==> src/rtl/rr_reg_write_arbiter_if.sv <==
// Write-port bundle between N_REQ requesters and the shared register.
// master: requester side (drives req/req_data); slave: the arbiter (drives grant and register view).
interface rr_reg_write_arbiter_if #(
    parameter int N_REQ = 4,
    parameter int WIDTH = 4
);
    localparam int IDW = ($clog2(N_REQ) < 1) ? 1 : $clog2(N_REQ);

    logic [N_REQ-1:0]       req;
    logic [N_REQ*WIDTH-1:0] req_data;
    logic [N_REQ-1:0]       gnt;
    logic [WIDTH-1:0]       q;
    logic [IDW-1:0]         q_src;
    logic                   q_loaded;
    logic                   busy;

    modport master (
        output req, req_data,
        input  gnt, q, q_src, q_loaded, busy
    );

    modport slave (
        input  req, req_data,
        output gnt, q, q_src, q_loaded, busy
    );
endinterface

==> src/rtl/rr_reg_write_arbiter.sv <==
// Round-robin arbiter owning one WIDTH-bit register, with optional GAP idle cycles after each write.
// Ports: clk, sync_rst (sync, active-high), bus (slave: req/req_data in; gnt/q/q_src/q_loaded/busy out).
module rr_reg_write_arbiter #(
    parameter int N_REQ = 4,
    parameter int WIDTH = 4,
    parameter int GAP   = 0
) (
    input logic                  clk,
    input logic                  sync_rst,
    rr_reg_write_arbiter_if.slave bus
);
    localparam int IDW = ($clog2(N_REQ) < 1) ? 1 : $clog2(N_REQ);
    localparam int CW  = (GAP > 1) ? $clog2(GAP + 1) : 1;

    typedef enum logic {
        S_ARB,
        S_GAP
    } state_t;

    state_t           state_q, state_d;
    logic [IDW-1:0]   ptr_q, ptr_d;
    logic [CW-1:0]    cnt_q, cnt_d;
    logic [N_REQ-1:0] gnt_q, gnt_d;
    logic [WIDTH-1:0] q_q, q_d;
    logic [IDW-1:0]   src_q, src_d;
    logic             loaded_q, loaded_d;
    logic             busy_q, busy_d;

    logic [N_REQ-1:0] eligible;
    logic [IDW:0]     idx;
    logic [IDW-1:0]   win;
    logic             found;

    always_comb begin
        // a requester is masked in its grant cycle so a held req is not granted twice
        eligible = bus.req & ~gnt_q;
        idx      = '0;
        win      = '0;
        found    = 1'b0;
        for (int k = 0; k < N_REQ; k++) begin
            idx = {1'b0, ptr_q} + (IDW+1)'(k);
            if (idx >= (IDW+1)'(N_REQ)) begin
                idx = idx - (IDW+1)'(N_REQ);
            end
            if (!found && eligible[idx[IDW-1:0]]) begin
                found = 1'b1;
                win   = idx[IDW-1:0];
            end
        end
    end

    always_comb begin
        state_d  = state_q;
        ptr_d    = ptr_q;
        cnt_d    = cnt_q;
        gnt_d    = '0;
        q_d      = q_q;
        src_d    = src_q;
        loaded_d = loaded_q;
        unique case (state_q)
            S_ARB: begin
                if (found) begin
                    q_d      = bus.req_data[win*WIDTH +: WIDTH];
                    src_d    = win;
                    gnt_d    = N_REQ'(1) << win;
                    loaded_d = 1'b1;
                    ptr_d    = (win == IDW'(N_REQ - 1)) ? '0 : win + 1'b1;
                    if (GAP > 0) begin
                        state_d = S_GAP;
                        cnt_d   = CW'(GAP);
                    end
                end
            end
            S_GAP: begin
                cnt_d = cnt_q - 1'b1;
                if (cnt_q == CW'(1)) begin
                    state_d = S_ARB;
                end
            end
            default: state_d = S_ARB;
        endcase
        // busy spans the grant cycle and every idle cycle before the next possible grant
        busy_d = (state_d == S_GAP) || (state_q == S_GAP);
    end

    always_ff @(posedge clk) begin
        if (sync_rst) begin
            state_q  <= S_ARB;
            ptr_q    <= '0;
            cnt_q    <= '0;
            gnt_q    <= '0;
            q_q      <= '0;
            src_q    <= '0;
            loaded_q <= 1'b0;
            busy_q   <= 1'b0;
        end else begin
            state_q  <= state_d;
            ptr_q    <= ptr_d;
            cnt_q    <= cnt_d;
            gnt_q    <= gnt_d;
            q_q      <= q_d;
            src_q    <= src_d;
            loaded_q <= loaded_d;
            busy_q   <= busy_d;
        end
    end

    assign bus.gnt      = gnt_q;
    assign bus.q        = q_q;
    assign bus.q_src    = src_q;
    assign bus.q_loaded = loaded_q;
    assign bus.busy     = busy_q;
endmodule

==> src/flat_wrapper.sv <==
// flat-port wrapper written by rule: the top's interface ports become plain ports
module rr_reg_write_arbiter_flat 
#(
    parameter int N_REQ = 4,
    parameter int WIDTH = 4,
    parameter int GAP   = 0
)
  (clk, sync_rst, bus_req, bus_req_data, bus_gnt, bus_q, bus_q_src, bus_q_loaded, bus_busy);
  rr_reg_write_arbiter_if #(.N_REQ(N_REQ), .WIDTH(WIDTH)) bus_i ();
  input logic clk;
  input logic sync_rst;
  input wire logic [$bits(bus_i.req)-1:0] bus_req;
  input wire logic [$bits(bus_i.req_data)-1:0] bus_req_data;
  output wire logic [$bits(bus_i.gnt)-1:0] bus_gnt;
  output wire logic [$bits(bus_i.q)-1:0] bus_q;
  output wire logic [$bits(bus_i.q_src)-1:0] bus_q_src;
  output wire logic [$bits(bus_i.q_loaded)-1:0] bus_q_loaded;
  output wire logic [$bits(bus_i.busy)-1:0] bus_busy;
  assign bus_i.req = bus_req;
  assign bus_i.req_data = bus_req_data;
  assign bus_gnt = bus_i.gnt;
  assign bus_q = bus_i.q;
  assign bus_q_src = bus_i.q_src;
  assign bus_q_loaded = bus_i.q_loaded;
  assign bus_busy = bus_i.busy;
  rr_reg_write_arbiter #(.N_REQ(N_REQ), .WIDTH(WIDTH), .GAP(GAP)) u_core (.clk(clk), .sync_rst(sync_rst), .bus(bus_i));
endmodule
==> config.mk <==
export PLATFORM = sky130hd
export DESIGN_NAME = rr_reg_write_arbiter_flat
export DESIGN_NICKNAME = d
export VERILOG_FILES = /design/src/rtl/rr_reg_write_arbiter_if.sv /design/src/rtl/rr_reg_write_arbiter.sv /design/src/flat_wrapper.sv
export SDC_FILE = /design/constraint.sdc
export NUM_CORES = 1
export LEC_CHECK = 0
export CAP_MARGIN = 20
export CORE_ASPECT_RATIO = 1.5
export CORE_UTILIZATION = 30
export DETAILED_ROUTE_END_ITERATION = 16
export PLACE_DENSITY = 0.72
export RECOVER_POWER = 25
export SLEW_MARGIN = 20
export SYNTH_ARGS = -nofsm -noshare
export SYNTH_HDL_FRONTEND = slang
export SYNTH_SLANG_ARGS = --single-unit
==> constraint.sdc <==
create_clock -name clk -period 1.9 [get_ports clk]
set_clock_uncertainty 0.15 [all_clocks]
set_input_delay 0.38 -clock clk [delete_from_list [all_inputs] [get_ports clk]]
set_output_delay 0.38 -clock clk [all_outputs]
set_load 0.005 [all_outputs]
## Yosys cells after proc, flatten, opt, wreduce, memory -nomap -nowiden

Index checks and enable logic that the tools add are counted.

| storage, ports and cells | value |
|---|---|
| bits of input ports | 22 |
| register bits | 16 |
| logic and storage cells | 64 |
| output and inout port bits | 12 |

| cells by class | value |
|---|---|
| add/subtract/negate cells | 9 |
| bitwise gates (word level) | 4 |
| reduce and logical (&&, ||, !) cells | 9 |
| equality and inequality tests | 1 |
| shift operators | 2 |
| multiplexer cells | 23 |
| $lt $le $gt $ge | 8 |

Operator list:

| operator | number |
|---|---|
| two-way mux 2 bit | 9 |
| variable part select 16 x 5 -> 4 bit | 1 |
| < comparator 2 x 3 -> 1 bit, second input constant | 4 |
| two-way mux 1 bit | 10 |
| >= comparator 3 bit, second input constant | 3 |
| binary-select mux 1 bit (select 2 bit) | 4 |
| subtractor 2 x 1 -> 2 bit, second input constant | 4 |
| adder 2 x 2 -> 3 bit, second input constant | 2 |
| bitwise AND 4 bit | 1 |
| NOT 4 bit | 1 |
| << shifter 1 x 2 -> 4 bit, first input constant | 1 |
| adder 2 x 1 -> 3 bit, second input constant | 1 |
| >= comparator 2 x 3 -> 1 bit, second input constant | 1 |
| logical AND 1 bit | 3 |
| zero test 1 bit | 3 |
| OR reduction 3 bit | 1 |
| adder 2 x 1 -> 2 bit, second input constant | 1 |
| == test 2 bit, second input constant | 1 |
| NOT 1 bit | 2 |
| AND reduction 2 bit | 1 |
| logical OR 1 bit | 1 |
| subtractor 1 bit, second input constant | 1 |

## Logic depth before layout (Yosys ltp)

| depth | value |
|---|---|
| word-level depth | 16 |
| mapped depth | 5 |
| mapped depth without buffers | 5 |

## Worst setup path after synthesis

Ideal clock, no wire load.

| timing path | value |
|---|---|
| path kind | input to register |
| from | input port bus_req[0] |
| to | register u_core.q_q[1] (netlist: u_core.bus.q[1]) |
| cell stages on the path | 5 |
| buffers on the path | 0 |
| arrival | 1.544 ns |
| setup slack | 0.089 ns |
| setup time | 0.117 ns |
| cells stage by stage | nor2b_1 a311oi_4 o21a_4 o211ai_1 a32o_1 |

| on the way | value |
|---|---|
| longest elaborated chain between the ends | 14 |

Ends and longest elaborated chain:

| element | line | source |
|---|---|---|
| start, declared | flat_wrapper.sv:12 | `input wire logic [$bits(bus_i.req)-1:0] bus_req;` |
| bitwise AND 4 bit * | rr_reg_write_arbiter.sv:36 | `eligible = bus.req & ~gnt_q;` |
| binary-select mux 1 bit (select 2 bit) | rr_reg_write_arbiter.sv:45 | `if (!found && eligible[idx[IDW-1:0]]) begin` |
| two-way mux 1 bit (not written as such) | rr_reg_write_arbiter.sv:45 |  |
| two-way mux 1 bit | rr_reg_write_arbiter.sv:45 |  |
| zero test 1 bit | rr_reg_write_arbiter.sv:45 |  |
| logical AND 1 bit | rr_reg_write_arbiter.sv:45 |  |
| two-way mux 1 bit | rr_reg_write_arbiter.sv:45 |  |
| zero test 1 bit | rr_reg_write_arbiter.sv:45 |  |
| logical AND 1 bit | rr_reg_write_arbiter.sv:45 |  |
| two-way mux 1 bit | rr_reg_write_arbiter.sv:45 |  |
| zero test 1 bit | rr_reg_write_arbiter.sv:45 |  |
| logical AND 1 bit | rr_reg_write_arbiter.sv:45 |  |
| two-way mux 2 bit / two-way mux 1 bit (equally long branches) | rr_reg_write_arbiter.sv:45 |  |
| variable part select 16 x 5 -> 4 bit / AND reduction 2 bit (equally long branches) | - |  |
| end signal, assigned | rr_reg_write_arbiter.sv:101 | `q_q <= q_d;` |
| end, declared | rr_reg_write_arbiter.sv:24 | `logic [WIDTH-1:0] q_q, q_d;` |

Every way passes the cells marked *; elsewhere a longest branch is shown, timed or not. The select of a mux whose other input is x is not followed.
A chain may end at the register's enable or synchronous reset.

## Worst setup path in the final report

| timing path | value |
|---|---|
| from | input port bus_req[1] |
| to | register u_core.q_q[1] (netlist: u_core.bus.q[1]) |

The elaborated chain is that of the path after synthesis.

==> reports/results.txt <==
Routed Antenna Nets -> 0
Pwr per Cell Area -> 1129 nW/um^2
non-filler cells, final -> 181
hold depth -> 1
Worst EP required -> 1.90 ns
Iteration-0 DRC Markers -> 11
ANT cells -> 0
Max-slew headroom -> 69.38%
Mapped Area -> 845.8 um^2
worst skew pair latency -> 0.25 ns
routed via count -> 899
dpl cell area -> 1339 um^2
WL final -> 2.430 mm
# IOs -> 34
cells after synthesis -> 91
Hold Vio Cnt, Final -> 0
Num CTS Buffers -> 3
largest net degree at the start of global routing -> 12
fraction of layout cells with a size suffix above 1 -> 26.39%
sequential cell area fraction in the yosys report -> 37.87%
Slew @ Worst Pin -> 0.4594 ns
fin crit share -> 96.98%
first-pass GRT wire length -> 4.043 mm
die area -> 3040 um^2
critical path class -> input port to register
Period minus WS final -> 1.843 ns
maxcap violations -> 0
setup ws final -> 0.05738 ns
library cells used by synthesis -> 33
Hold Path Class -> register to register
Synth async-reset ratio -> 0%
Fmax -> 0.5427 GHz
Root Buffer -> clkbuf_8
status -> completed
maximum VDD drop -> 0.4681 mV
#FFs+latches synth -> 16
Worst Path Arrival -> 1.84 ns
WL per Instance -> 13.43 um
syn nets -> 113
DRC -> 0
DP Wirelength -> 1.973 mm
# setup viols final -> 0
Die Height -> 67.03 um
Max Buffers Root-to-Sink -> 2
Area Growth Syn to Fin -> 71.75%
CP endpoint kind -> register
final instance area -> 1453 um^2
Synth Flop Type -> dfxtp_1
count leader, synth -> dfxtp_1
area occupied by multi-input gates -> 559.3 um^2
starting density of the core -> 31.60%
first drt pass iteration count -> 4
H-tree level count -> 1
core footprint -> 2676 um^2
layout net count -> 167
kind of start point of the critical path -> input port
Synth top cells by count -> dfxtp_1 (16), nor2_1 (11), nand2_1 (8)
number of enable flip-flop cells after synthesis -> 0
leakage -> 0.0005922 uW
clk sinks -> 16
chip width -> 45.36 um
worst slack at placement -> -0.4683 ns
Synth top area share -> 37.87%
FILL cells -> 249
register area -> 322.8 um^2
syn_area_per_cell -> 9.295 um^2
initial antenna violation count -> 0
vias per cell -> 4.967
gr ovfl total -> 0
global-route usage over all layers -> 18.54%
Worst Reg-to-Reg Cells -> 6
row count -> 23
Synth area leader -> dfxtp_1
Worst-path clk slew -> 0.06 ns
CTS tree -> done
routability cong. -> 0.8993
IO Port Bufs -> 33
vias in the first global route -> 941
Max Slew Vio Count -> 0
Crit Path Max Fanout -> 4
synth top area cells -> dfxtp_1 (38%), nor2_1 (4.9%), mux2i_1 (4.7%)
Synth warnings -> 0
Cells after DPL -> 176
[registers in the layout, summed over array words and instances (netlist names)]
signal	count
u_core.bus.busy	1
u_core.bus.gnt	4
u_core.bus.q	4
u_core.bus.q_loaded	1
u_core.bus.q_src	2
u_core.cnt_q	1
u_core.ptr_q	2
u_core.state_q	1
[power by group]
group | internal [uW] | switching (uW)
sequential | 419 | 86.3
clock | 184 | 118
combinational | 479 | 354
total | 1080 | 559
[per-stage QoR]
step,power [uW],util (%),setup TNS (ns),hold slack (ns)
CTS,1654,54.18,0,0.3000
detailed placement,1295,50.02,-4.300,0.2917
global placement,1279,50.02,-4.014,0.2815
global route,1741,54.28,-0.0007598,0.3070
finish,1641,54.28,0,0.2954
floorplan,900.9,-,0,0.2731
[layout by cell type (no fill, tap or decap), types with 2 or more instances in the layout]
| master | count |
|---|---|
| nand2_1 | 8 |
| nand3_1 | 4 |
| a21oi_1 | 6 |
| nor2_1 | 10 |
| nand2b_1 | 2 |
| o221ai_1 | 2 |
| nand3b_1 | 2 |
| mux2i_1 | 4 |
| dfxtp_1 | 14 |
| o21ai_1 | 3 |
| inv_1 | 3 |
| buf_4 | 15 |
| dlygate4sd3_1 | 3 |
| clkdlybuf4s50_1 | 27 |
| nor3_1 | 2 |
| dfxtp_2 | 2 |
| a32o_1 | 2 |
| nor2b_4 | 2 |
| o211ai_1 | 4 |
| dlygate4sd2_1 | 2 |
| clkbuf_8 | 4 |
[cells by family after synthesis]
logic type / share of synthesized area [%]
compound gates: 29.29
xor+xnor: 1.036
buf+inv: 1.775
flops: 37.87
mux: 4.734
simple gates: 25.30
[layer usage]
metal  global-route usage, %  up-vias  share of wire (%)
met3                   2.710        9                3.7
met4                   10.61        0                4.0
li1                        -      446                  -
met2                   34.06       34                 54
met5                       0        -                  0
met1                   18.88      410                 38
[what timing repair did]
action,4_1_cts,5_1_grt
hold buffers,0,0
endpoints found under the setup margin,10,9
gates resized for setup,15,4
setup buffers,1,0
pin swaps,6,0
[path summary, 6_finish.rpt]
kind	slack (ns)	end	start
max	0.06	u_core.bus.q[1]	bus_req[1]
min	0.30	u_core.state_q	u_core.cnt_q
max reg2reg	0.11	u_core.bus.q[2]	u_core.bus.gnt[0]
min reg2reg	0.30	u_core.state_q	u_core.cnt_q
[worst max-delay path, cell delays in order]
cell,delay (ns)
clkdlybuf4s50_1,0.48
nor2b_2,0.26
a21oi_1,0.09
o22ai_1,0.14
buf_4,0.15
nand3_1,0.08
a32o_1,0.26
[final cells by class]
type	instances	share of cell area [%]
clock buffer	4	3.790
inverter	3	0.7752
multi-input combinational	71	38.50
sequential	16	22.22
tap	37	3.187
timing repair buffer	50	31.52
No activity file was read; power rests on OpenSTA's default activity.
